### config.mk
export PLATFORM = sky130hd
export DESIGN_NAME = core_sequencer
export DESIGN_NICKNAME = d
export VERILOG_FILES = /design/src/rtl/core_pkg.sv /design/src/rtl/seq_watchdog.sv /design/src/rtl/core_sequencer.sv
export SDC_FILE = /design/constraint.sdc
export NUM_CORES = 1
export LEC_CHECK = 0
export ABC_AREA = 1
export BUFFER_PORTS_ARGS = -buffer_cell sky130_fd_sc_hd__buf_4
export CAP_MARGIN = 20
export CORE_ASPECT_RATIO = 1.2
export CORE_MARGIN = 5
export CORE_UTILIZATION = 35
export DETAILED_ROUTE_END_ITERATION = 7
export PLACE_DENSITY_LB_ADDON = 0.2
export SYNTH_ARGS = -nofsm -noshare
export SYNTH_HDL_FRONTEND = slang
export SYNTH_SLANG_ARGS = --single-unit
### constraint.sdc
create_clock -name clk -period 3.3 [get_ports clk]
set_input_delay 0.66 -clock clk [delete_from_list [all_inputs] [get_ports clk]]
set_output_delay 0.66 -clock clk [all_outputs]
set_load 0.02 [all_outputs]
### src/rtl/core_pkg.sv
// Shared RV32I control definitions: base opcodes, sequencer state encoding and
// the select/cause codes driven towards the datapath.
package core_pkg;

  localparam logic [6:0] OP_R      = 7'b0110011;
  localparam logic [6:0] OP_I      = 7'b0010011;
  localparam logic [6:0] OP_I_LOAD = 7'b0000011;
  localparam logic [6:0] OP_I_JALR = 7'b1100111;
  localparam logic [6:0] OP_S      = 7'b0100011;
  localparam logic [6:0] OP_B      = 7'b1100011;
  localparam logic [6:0] OP_U      = 7'b0110111;
  localparam logic [6:0] OP_U_PC   = 7'b0010111;
  localparam logic [6:0] OP_J      = 7'b1101111;
  localparam logic [6:0] OP_FENCE  = 7'b0001111;
  localparam logic [6:0] OP_CSR    = 7'b1110011;

  typedef enum logic [2:0] {
    ST_IDLE, ST_FETCH, ST_DECODE, ST_EXEC, ST_MEM, ST_WB, ST_HALT, ST_TRAP
  } state_t;

  localparam logic [1:0] PC_SRC_PLUS4  = 2'd0;
  localparam logic [1:0] PC_SRC_BRANCH = 2'd1;
  localparam logic [1:0] PC_SRC_JUMP   = 2'd2;

  localparam logic [1:0] WB_SEL_ALU = 2'd0;
  localparam logic [1:0] WB_SEL_MDR = 2'd1;
  localparam logic [1:0] WB_SEL_PC4 = 2'd2;

  localparam logic [1:0] TRAP_NONE    = 2'd0;
  localparam logic [1:0] TRAP_ILLEGAL = 2'd1;
  localparam logic [1:0] TRAP_BUS     = 2'd2;
  localparam logic [1:0] TRAP_ECALL   = 2'd3;

  function automatic logic is_legal_opcode(input logic [6:0] op);
    case (op)
      OP_R, OP_I, OP_I_LOAD, OP_I_JALR, OP_S, OP_B,
      OP_U, OP_U_PC, OP_J, OP_FENCE, OP_CSR: is_legal_opcode = 1'b1;
      default:                               is_legal_opcode = 1'b0;
    endcase
  endfunction

endpackage

### src/rtl/seq_watchdog.sv
// Bus-timeout watchdog: counts cycles a memory request stays outstanding and
// flags expiry on the cycle the limit is reached without an acknowledge.
module seq_watchdog #(
  parameter int unsigned MEM_TIMEOUT = 16
) (
  input  logic clk,
  input  logic rst_n,
  input  logic i_clear,
  input  logic i_active,
  output logic o_expired
);

  localparam int unsigned CW = (MEM_TIMEOUT > 1) ? $clog2(MEM_TIMEOUT) : 1;
  localparam logic [CW-1:0] LIMIT = CW'(MEM_TIMEOUT - 1);

  logic [CW-1:0] r_count;

  // Holding the count at zero while no request is up gives the clear on entry
  // to FETCH/MEM, since those are the only states that raise a request.
  always_ff @(posedge clk or negedge rst_n) begin
    if (!rst_n) begin
      r_count <= '0;
    end else if (i_clear || !i_active || (MEM_TIMEOUT == 0)) begin
      r_count <= '0;
    end else begin
      r_count <= r_count + CW'(1);
    end
  end

  assign o_expired = (MEM_TIMEOUT != 0) && i_active && !i_clear && (r_count == LIMIT);

endmodule

### src/rtl/core_sequencer.sv
// Multi-cycle RV32I control FSM: fetch/decode/exec/mem/wb over one shared
// memory port, with retire counting and sticky halt/trap status.
module core_sequencer
  import core_pkg::*;
#(
  parameter int unsigned MEM_TIMEOUT = 16,
  parameter int unsigned INSTRET_W   = 32
) (
  input  logic                 clk,
  input  logic                 rst_n,
  input  logic                 run,
  input  logic [6:0]           opcode,
  input  logic                 branch_taken,
  input  logic                 mem_ack,
  output logic                 mem_req,
  output logic                 mem_we,
  output logic                 mem_addr_sel,
  output logic                 ir_load,
  output logic                 mdr_load,
  output logic                 pc_write,
  output logic [1:0]           pc_src,
  output logic                 reg_write,
  output logic [1:0]           wb_sel,
  output logic                 retire,
  output logic [INSTRET_W-1:0] instret,
  output logic                 halted,
  output logic [1:0]           trap_cause,
  output state_t               dbg_state
);

  // Memory handshake: mem_req rises on entry to FETCH/MEM and stays high, with
  // mem_we/mem_addr_sel stable, until the one-cycle mem_ack pulse completes it.
  state_t                 r_state;
  state_t                 w_next;
  logic [1:0]             r_trap_cause;
  logic [1:0]             w_next_cause;
  logic [INSTRET_W-1:0]   r_instret;
  logic                   w_wd_expired;

  seq_watchdog #(.MEM_TIMEOUT(MEM_TIMEOUT)) u_watchdog (
    .clk       (clk),
    .rst_n     (rst_n),
    .i_clear   (mem_ack),
    .i_active  (mem_req),
    .o_expired (w_wd_expired)
  );

  always_ff @(posedge clk or negedge rst_n) begin
    if (!rst_n) begin
      r_state      <= ST_IDLE;
      r_trap_cause <= TRAP_NONE;
      r_instret    <= '0;
    end else begin
      r_state      <= w_next;
      r_trap_cause <= w_next_cause;
      if (retire) r_instret <= r_instret + INSTRET_W'(1);
    end
  end

  always_comb begin
    w_next       = r_state;
    w_next_cause = r_trap_cause;
    mem_req      = 1'b0;
    mem_we       = 1'b0;
    mem_addr_sel = 1'b0;
    ir_load      = 1'b0;
    mdr_load     = 1'b0;
    pc_write     = 1'b0;
    pc_src       = PC_SRC_PLUS4;
    reg_write    = 1'b0;
    wb_sel       = WB_SEL_ALU;
    retire       = 1'b0;
    halted       = 1'b0;
    case (r_state)
      ST_IDLE: if (run) w_next = ST_FETCH;
      ST_FETCH: begin
        mem_req = 1'b1;
        if (mem_ack) begin
          ir_load = 1'b1;
          w_next  = ST_DECODE;
        end else if (w_wd_expired) begin
          w_next       = ST_TRAP;
          w_next_cause = TRAP_BUS;
        end
      end
      ST_DECODE: begin
        if (is_legal_opcode(opcode)) begin
          w_next = ST_EXEC;
        end else begin
          w_next       = ST_TRAP;
          w_next_cause = TRAP_ILLEGAL;
        end
      end
      ST_EXEC: begin
        case (opcode)
          OP_B: begin
            pc_write = 1'b1;
            pc_src   = branch_taken ? PC_SRC_BRANCH : PC_SRC_PLUS4;
            retire   = 1'b1;
          end
          OP_J, OP_I_JALR: begin
            reg_write = 1'b1;
            wb_sel    = WB_SEL_PC4;
            pc_write  = 1'b1;
            pc_src    = PC_SRC_JUMP;
            retire    = 1'b1;
          end
          OP_FENCE: begin
            pc_write = 1'b1;
            retire   = 1'b1;
          end
          OP_I_LOAD, OP_S:         w_next = ST_MEM;
          OP_R, OP_I, OP_U, OP_U_PC: w_next = ST_WB;
          OP_CSR: begin
            w_next       = ST_HALT;
            w_next_cause = TRAP_ECALL;
          end
          default: begin
            w_next       = ST_TRAP;
            w_next_cause = TRAP_ILLEGAL;
          end
        endcase
      end
      ST_MEM: begin
        mem_req      = 1'b1;
        mem_addr_sel = 1'b1;
        mem_we       = (opcode == OP_S);
        if (mem_ack) begin
          if (opcode == OP_S) begin
            pc_write = 1'b1;
            retire   = 1'b1;
          end else begin
            mdr_load = 1'b1;
            w_next   = ST_WB;
          end
        end else if (w_wd_expired) begin
          w_next       = ST_TRAP;
          w_next_cause = TRAP_BUS;
        end
      end
      ST_WB: begin
        reg_write = 1'b1;
        wb_sel    = (opcode == OP_I_LOAD) ? WB_SEL_MDR : WB_SEL_ALU;
        pc_write  = 1'b1;
        retire    = 1'b1;
      end
      ST_HALT, ST_TRAP: halted = 1'b1;
      default: w_next = ST_IDLE;
    endcase
    if (retire) w_next = run ? ST_FETCH : ST_IDLE;
  end

  assign instret    = r_instret;
  assign trap_cause = r_trap_cause;
  assign dbg_state  = r_state;

endmodule

; ---- Word-level counts from Yosys, hierarchy flattened
; Cells that the tools add are included.
[totals]
ff_bits = 41
inputBits = 12
output_inout_bits = 50
[classes]
add_sub_neg = 2
eq_ne = 26
mux = 39
reduce_logical = 18
[ops]
columns = op, count
row1 = $add 32x1->32 const B, 1
row2 = $eq 7x7->1 const B, 4
row3 = $eq 7x6->1 const B, 3
row4 = $mux 3, 7
row5 = $mux 1, 18
row6 = $pmux 3 s5, 1
row7 = $eq 7x5->1 const B, 2
row8 = $eq 3x3->1 const B, 4
row9 = $pmux 2 s2, 3
row10 = $pmux 3 s4, 1
row11 = $reduce_or 11->1, 1
row12 = $mux 2, 5
row13 = $reduce_or 10->1, 1
row14 = $reduce_or 2->1, 4
row15 = $reduce_or 4->1, 2
row16 = $eq 7x2->1 const B, 1
row17 = $eq 7x4->1 const B, 1
row18 = $eq 3x2->1 const B, 2
row19 = $ne 2x2->1 const B, 3
row20 = $ne 3x3->1 const B, 2
row21 = $pmux 2 s3, 1
row22 = $reduce_bool 6->1, 1
row23 = $reduce_and 5->1, 1
row24 = $add 4x1->4 const B, 1
row25 = other kinds (13), 15

; ---- Logic depth before layout (Yosys ltp)
; Gate-level depths: netlist of the first run.
[depth]
depth_word = 9
mapped_depth = 12
mapped_depth_nobuf = 12

; ---- Modules after synthesis
; Synthesis of the first run repeated with hierarchy kept, for this count alone.
[hier_totals]
hier_cells = 458
hier_area_um2 = 2972.9
[by_module_without_submodules]
columns = module, instances, cells_per_inst, area_each_um2, seq_area_each_um2
row1 = core_sequencer, 1, 436, 2786.4, 925.9
row2 = seq_watchdog, 1, 22, 186.4, 100.1

; ---- Worst setup path after synthesis of the first run
; Ideal clock, no wire load.
[synth_path]
kind = input to output
startpoint = in opcode[1]
endpoint = out retire
t_arrival_ns = 1.699
required_time_ns = 2.640
slack_ns = 0.941
stages = 10
n_path_buf = 2
cell_sequence = nand2_1 inv_1 nand2_1 nor2_1 nor2_1 nand2_1 nand2_2 nand3_4 buf_6 buf_4
[synth_between]
elab_chain_len = 4
[synth_lines]
columns = element, line
row1 = from (decl), core_sequencer.sv:12  ; input logic [6:0] opcode,
row2 = "$eq 7x4->1, or another cell as far along", --
row3 = $reduce_or 4->1 (no source line) / $mux 1 (equally long branches), --
row4 = "$mux 1, on equally long branches", --
row5 = $pmux 1 s3 (*), --
row6 = to (decl), core_sequencer.sv:24  ; output logic retire,
; Mark *: on every way between the ends. The rest lies on a longest branch, timed or not.

; ---- Worst setup path after layout of the first run
[layout_path]
startpoint = in opcode[1]
endpoint = out retire
[layout_between]
elab_chain_len = 4
[layout_lines]
columns = element, line
row1 = "$eq 7x4->1, or another cell as far along", core_sequencer.sv:95  ; case (opcode)
row2 = $reduce_or 4->1 (no source line) / $mux 1 (equally long branches), --
row3 = "$mux 1, on equally long branches", "core_sequencer.sv:95, core_sequencer.sv:128"
row4 = $pmux 1 s3 (*), core_sequencer.sv:74  ; case (r_state)
; Marks and branches as above.

==> results of run 1 <==
==> power by group through the flow <==
stage	sequential [uW]	clock (uW)	combinational (uW)
after CTS	504	509	41.5
after global placement	514	0	41.3
after floorplan	515	0	13.0
after detailed placement	514	0	41.5
after global routing	505	526	47.0
final	504	496	40.3
==> area by class of cell <==
type | instances | area (um^2) | area share
clock buffer | 5 | 68.8 | 0.0194
clock inverter | 3 | 68.8 | 0.0194
inverter | 38 | 145 | 0.0410
multi-input combinational | 344 | 1640 | 0.463
sequential | 41 | 1030 | 0.290
tap | 95 | 119 | 0.0336
timing repair buffer | 63 | 473 | 0.134
==> kinds of logic after synthesis <==
group	Yosys count	share of synthesized area
XOR/XNOR	22	0.0668
buffers and inverters	46	0.0759
AO/OA/AOI/OAI	23	0.0490
AND/OR/NAND/NOR	297	0.444
flip-flops	41	0.355
adder cells (fa/ha/maj)	2	0.00867
==> worst paths after layout <==
kind                                    endpoint  slack, ps  depth (start not counted)
hold / removal                        instret[5]        330                          1
setup / recovery                          retire        890                         10
setup reg to reg                     instret[30]       1330                          9
max in group asynchronous            instret[20]       2600                          1
hold reg to reg            u_watchdog.r_count[0]        460                          1
min in group clk           u_watchdog.r_count[0]        460                          1
==> through the flow <==
stage                util  total power [uW]
floorplan               -               528
global route        0.437              1080
CTS                 0.437              1050
detailed placement  0.420               556
finish              0.437              1040
global placement    0.420               556
==> metal layers <==
layer,vias up,track usage
met4,0,0.0576
met2,57,0.298
met5,-,0
met3,14,0.0356
li1,1474,-
met1,1293,0.193
==> cells in the final DEF, fill, tap and decap left out <==
cell type	count
a211oi_1	1
a21oi_1	4
a21oi_4	2
buf_4	63
bufinv_16	2
clkbuf_8	5
dfrtp_1	41
ha_1	2
inv_1	35
inv_2	2
inv_4	1
inv_6	1
nand2_1	171
nand2_2	4
nand2_4	2
nand3_1	23
nand3_2	1
nand3_4	2
nand3b_1	8
nand4_1	4
nor2_1	63
nor2_2	1
nor2_8	1
nor3_1	17
o21ai_0	2
o21ai_1	13
o22ai_1	1
xnor2_1	10
xor2_1	12
==> sequential cells by signal, summed over array words and instances, names as in the netlist <==
signal / count
dbg_state: 3
instret: 32
trap_cause: 2
u_watchdog.r_count: 4
==> worst max-delay path: stages <==
cell and delay (ps):
buf_4 110, nand2_1 90, inv_1 40, nand2_1 140, nor2_1 60, nor2_1 120, nand2_1 130, nand2_2 110
nand3_4 100, buf_4 190
==> cells in the mapped netlist, drive strengths merged <==
cell type and instances:
nand3 26, inv 38, xor2 12, nand2 177, ha 2, buf 8, o21ai 15, nor3 17
xnor2 10, dfrtp 41, a211oi 1, o22ai 1, a21oi 6, nand4 4, nor2 65, nand3b 8
==> flow_summary.toml, run 1 <==
[run_status]
status = "complete, no violations"

[clock_tree]
cts_tree = "built"
postCtsSetupRepairBufs = 0
clk_pin_slew_ps = 90
cts_buffers = 5
cts-root-buf = "clkbuf_8"
cts.htree.levels = 2
numClockSinks = 41
clk_path_buf_depth = 2
hold_buffers = 0
insertion_delay_ps = 300
cts_resized = 0

[sta]
slew_violations = 0
period_minus_slack_ps = 2410
fin_ws_ps = 891
fin_skew_ps = 8.08
fin_setup_tns_ps = 0
worstMarginPinSlew_ps = 524
hold_ws_ps = 333
hold_violations = 0
finalCritPeriodShare = 0.730
rsz0062_at_grt = "false"
slew_headroom = 0.650
fmax_ghz = 0.415
setup_viol = 0

[route]
highest_layer = "met4"
drtIter0Drc = 143
met1_length_um = 3270
dr_wl_met2_um = 4060
wire_per_inst_um = 13.4
dr_wl_met3_um = 365
antenna_left = 0
remaining_drc_errors = 0
drt_pass1_iterations = 4
vias = 2838
wl_um = 7900
viasPerCell = 4.82

[layout]
nNetsFinal = 507
areaGrowthSynthToFinish_pct = 22.7
drive_gt1_frac = 0.176
final_cells = 589
fin_area_mm2 = 0.00354
fill_cells = 882
n_antenna_cell = 0

[setup_path]
cp-end-kind = "primary output"
start_kind = "input pin"
cp.required_ps = 2640
cp_data_arrival_time_ps = 1750
startpoint = "opcode[1]"
path_max_fanout = 5
r2r_start = "instret[0]"
critPathKind = "input pin to primary output"

[power]
seqPwrFrac = 0.485
switchingPower_uw = 219
p_sw_frac = 0.211
p_clk_frac = 0.476
power.density_mw_per_mm2 = 294
power_frac_comb = 0.039
ir_worst_vdd_uv = 156
power.leakage_uw = 0.00180
p_int_uw = 821

[logic_synthesis]
syn_area_per_cell_um2 = 6.70
yosys.area.top_type_share = 0.355
ys_warn_count = 0
synth_cell_types = 29
synth_area_leaders = "dfrtp_1 (36%), nand2_1 (22%), nor2_1 (8.2%), inv_1 (4.6%), nand3_1 (4.0%)"
syn_area_mm2 = 0.00289
ys_seq_elements = 41
postSynthNetCount = 445
syn_inst = 431
synth_area_leader_cell = "dfrtp_1"
ys_seq_area_frac = 0.355

[run]
maxCapViolCount = 0

[place]
place_area_mm2 = 0.00340
gp_congestion = 0.850
dp_hpwl_um = 6220
placedCellCount = 581
portBuffers = 61
pre_cts_slack_ps = 860

[floorplan]
fp.dieH_um = 109
core_mm2 = 0.00811
pin_count = 62
num_rows = 36
die_w_um = 92.9
initial_core_util = 0.356
design.die.area_mm2 = 0.0102

[global_route]
grt.total_usage = 0.165
grt_antenna_before_repair = 0
grt_pass1_wl_um = 13400
grt_overflow = 0
grt_pass1_vias = 2819
grt_max_degree = 42

[worst_hold_path]
hp-class = "input pin to async pin"
Note: power is estimated with default switching activity, not from simulation.
==> run 2, diff against run 1 <==
--- a/config.mk
+++ b/config.mk
@@ -5,7 +5,7 @@
 export SDC_FILE = /design/constraint.sdc
 export NUM_CORES = 1
 export LEC_CHECK = 0
-export ABC_AREA = 1
+export ABC_AREA = 0
 export BUFFER_PORTS_ARGS = -buffer_cell sky130_fd_sc_hd__buf_4
 export CAP_MARGIN = 20
 export CORE_ASPECT_RATIO = 1.2
==> constraint.sdc (replaced) <==
create_clock -name clk -period 1.98 [get_ports clk]
set_input_delay 0.396 -clock clk [delete_from_list [all_inputs] [get_ports clk]]
set_output_delay 0.396 -clock clk [all_outputs]
set_load 0.02 [all_outputs]
==> flow_summary.toml, run 2 <==
[global_route]
grt_overflow = 0
grt_pass1_wl_um = 11300
grt.total_usage = 0.159
grt_antenna_before_repair = 0
grt_max_degree = 42
grt_pass1_vias = 2317

[sta]
period_minus_slack_ps = 2130
hold_violations = 0
fmax_ghz = 0.470
setup_viol = 13
fin_ws_ps = -146
slew_violations = 0
slew_headroom = 0.353
fin_setup_tns_ps = -506
fin_skew_ps = 4.09
rsz0062_at_grt = "true"
worstMarginPinSlew_ps = 959
finalCritPeriodShare = 1.07

[route]
vias = 2244
viasPerCell = 5.16
drt_pass1_iterations = 4
remaining_drc_errors = 0
wire_per_inst_um = 15.6
wl_um = 6800
drtIter0Drc = 63
antenna_left = 0

[floorplan]
core_mm2 = 0.00685
die_w_um = 86.6
initial_core_util = 0.359
fp.dieH_um = 102
design.die.area_mm2 = 0.00882
num_rows = 33
pin_count = 62

[clock_tree]
numClockSinks = 41
cts_tree = "built"
clk_path_buf_depth = 2
cts_buffers = 5
cts-root-buf = "clkbuf_8"
hold_buffers = 0
clk_pin_slew_ps = 80
cts.htree.levels = 2
insertion_delay_ps = 290

[layout]
nNetsFinal = 361
drive_gt1_frac = 0.437
fin_area_mm2 = 0.00370
final_common_cell = "buf_4"
multi_input_area_mm2 = 0.00154
largest_reg_flops = 32
areaGrowthSynthToFinish_pct = 50.1
n_antenna_cell = 0
fill_cells = 646
register_area_mm2 = 0.00103
final_cell_mix = "buf_4 (98), dfrtp_1 (39), xor2_1 (22)"

[setup_path]
cp-end-kind = "primary output"
startpoint = "dbg_state[0]"
crit_slowest_cell = "or3b_4"
crit_buf_inv = 3
crit_path_end = "pc_write"
path_max_fanout = 3
crit_cells = 7
start_kind = "flop"
reg2regPathDepth = 8
crit_family = "simple AND/OR/NAND/NOR gates"
path_cells = "or3b_4, clkinv_4, nand4_4, o41a_4, buf_12, nand2_8, buf_6"
cp_data_arrival_time_ps = 1730
critPathKind = "flop to primary output"
ff2ff_setup_slack_ps = -80
timing.rr.end = "instret[9]"
r2r_start = "dbg_state[0]"
max_stage_delay_ps = 420
cp.required_ps = 1580

[logic_synthesis]
synth_cell_types = 50
synth_common_cells = "dfrtp_1 (41), xor2_1 (22), nand2_1 (19)"
yosys.area.top_type_share = 0.416
synthFlopType = "dfrtp_1"
ys_seq_area_frac = 0.416
syn_inst = 245
ys_seq_elements = 41
synthMostInstantiatedCell = "dfrtp_1"
syn_area_mm2 = 0.00246
syn_area_per_cell_um2 = 10.1
synth_area_leader_cell = "dfrtp_1"
postSynthNetCount = 259
synth_area_leaders = "dfrtp_1 (42%), xor2_1 (7.8%), a2111oi_2 (4.3%), xnor2_1 (4.3%), nand2_1 (2.9%)"
postSynth.asyncResetShare = 1.00
synth_edf_count = 0
ys_warn_count = 0

[power]
power.leakage_uw = 0.00150
power.density_mw_per_mm2 = 857
total_power_uw = 3170
power_frac_comb = 0.489
p_int_uw = 1930
ir_worst_vdd_uv = 702
switchingPower_uw = 1240
p_clk_frac = 0.177
seqPwrFrac = 0.334
p_sw_frac = 0.390

[run_status]
violations = "setup timing"
status = "finished with violations"

[run]
maxCapViolCount = 0

[place]
portBuffers = 61
pre_cts_slack_ps = -237
dp_hpwl_um = 5020
place_area_mm2 = 0.00334
gp_congestion = 0.816

[worst_hold_path]
hp-class = "input pin to async pin"
-- run 2: repair_timing --
action | in CTS | in global routing
resized for setup | 19 | 11
setup endpoints to repair | 19 | 33
pin swaps | 5 | 19
setup buffers | 6 | 4
-- run 2: metal layers --
| metal | track usage | up-vias | wire (um) |
|---|---|---|---|
| met5 | 0 | - | 0 |
| met4 | 0.0480 | 0 | 97 |
| li1 | - | 1098 | - |
| met1 | 0.209 | 1082 | 3020 |
| met2 | 0.259 | 56 | 3270 |
| met3 | 0.0379 | 8 | 416 |
-- run 2: per-stage QoR --
| stage | util | hold WS (ps) | instances |
|---|---|---|---|
| after CTS | 0.527 | 99.8 | 431 |
| final | 0.540 | 77.8 | 435 |
| after floorplan | - | 100 | 245 |
| after global routing | 0.540 | 125 | 435 |
| after global placement | 0.487 | 416 | 417 |
| after detailed placement | 0.487 | 419 | 417 |
-- run 2: cell families after synthesis --
logic type                 Yosys count  share of synthesized area
AOI/OAI and AO/OA                   49                      0.185
adders and majority gates            2                     0.0102
and+or+nand+nor                     94                      0.219
muxes                                1                    0.00457
DFF                                 41                      0.416
xor gates and xnor gates            34                      0.121
buffers and inverters               24                     0.0437
-- run 2: area by class of cell --
type | instances | share of cell area
sequential | 41 | 0.278
multi-input combinational | 180 | 0.417
timing repair buffer | 108 | 0.239
tap | 87 | 0.0294
clock buffer | 8 | 0.0244
inverter | 11 | 0.0125
-- run 2: how the worst min path moves through the flow --
stage | cells after the start | end | slack (ps) | startpoint
after floorplan | 0 | dbg_state[0] | 100 | rst_n
after global placement | 1 | instret[30] | 420 | rst_n
after detailed placement | 1 | instret[30] | 420 | rst_n
after CTS | 1 | instret[30] | 100 | rst_n
after global routing | 1 | instret[30] | 120 | rst_n
final | 1 | instret[30] | 80 | rst_n
-- run 2: power by group through the flow --
stage               logic [uW]  clock network (uW)  registers [uW]
floorplan                  676                   0            1160
global placement          1330                   0            1070
detailed placement        1350                   0            1070
CTS                       1470                 586            1060
global route              1660                 624            1070
finish                    1550                 562            1060
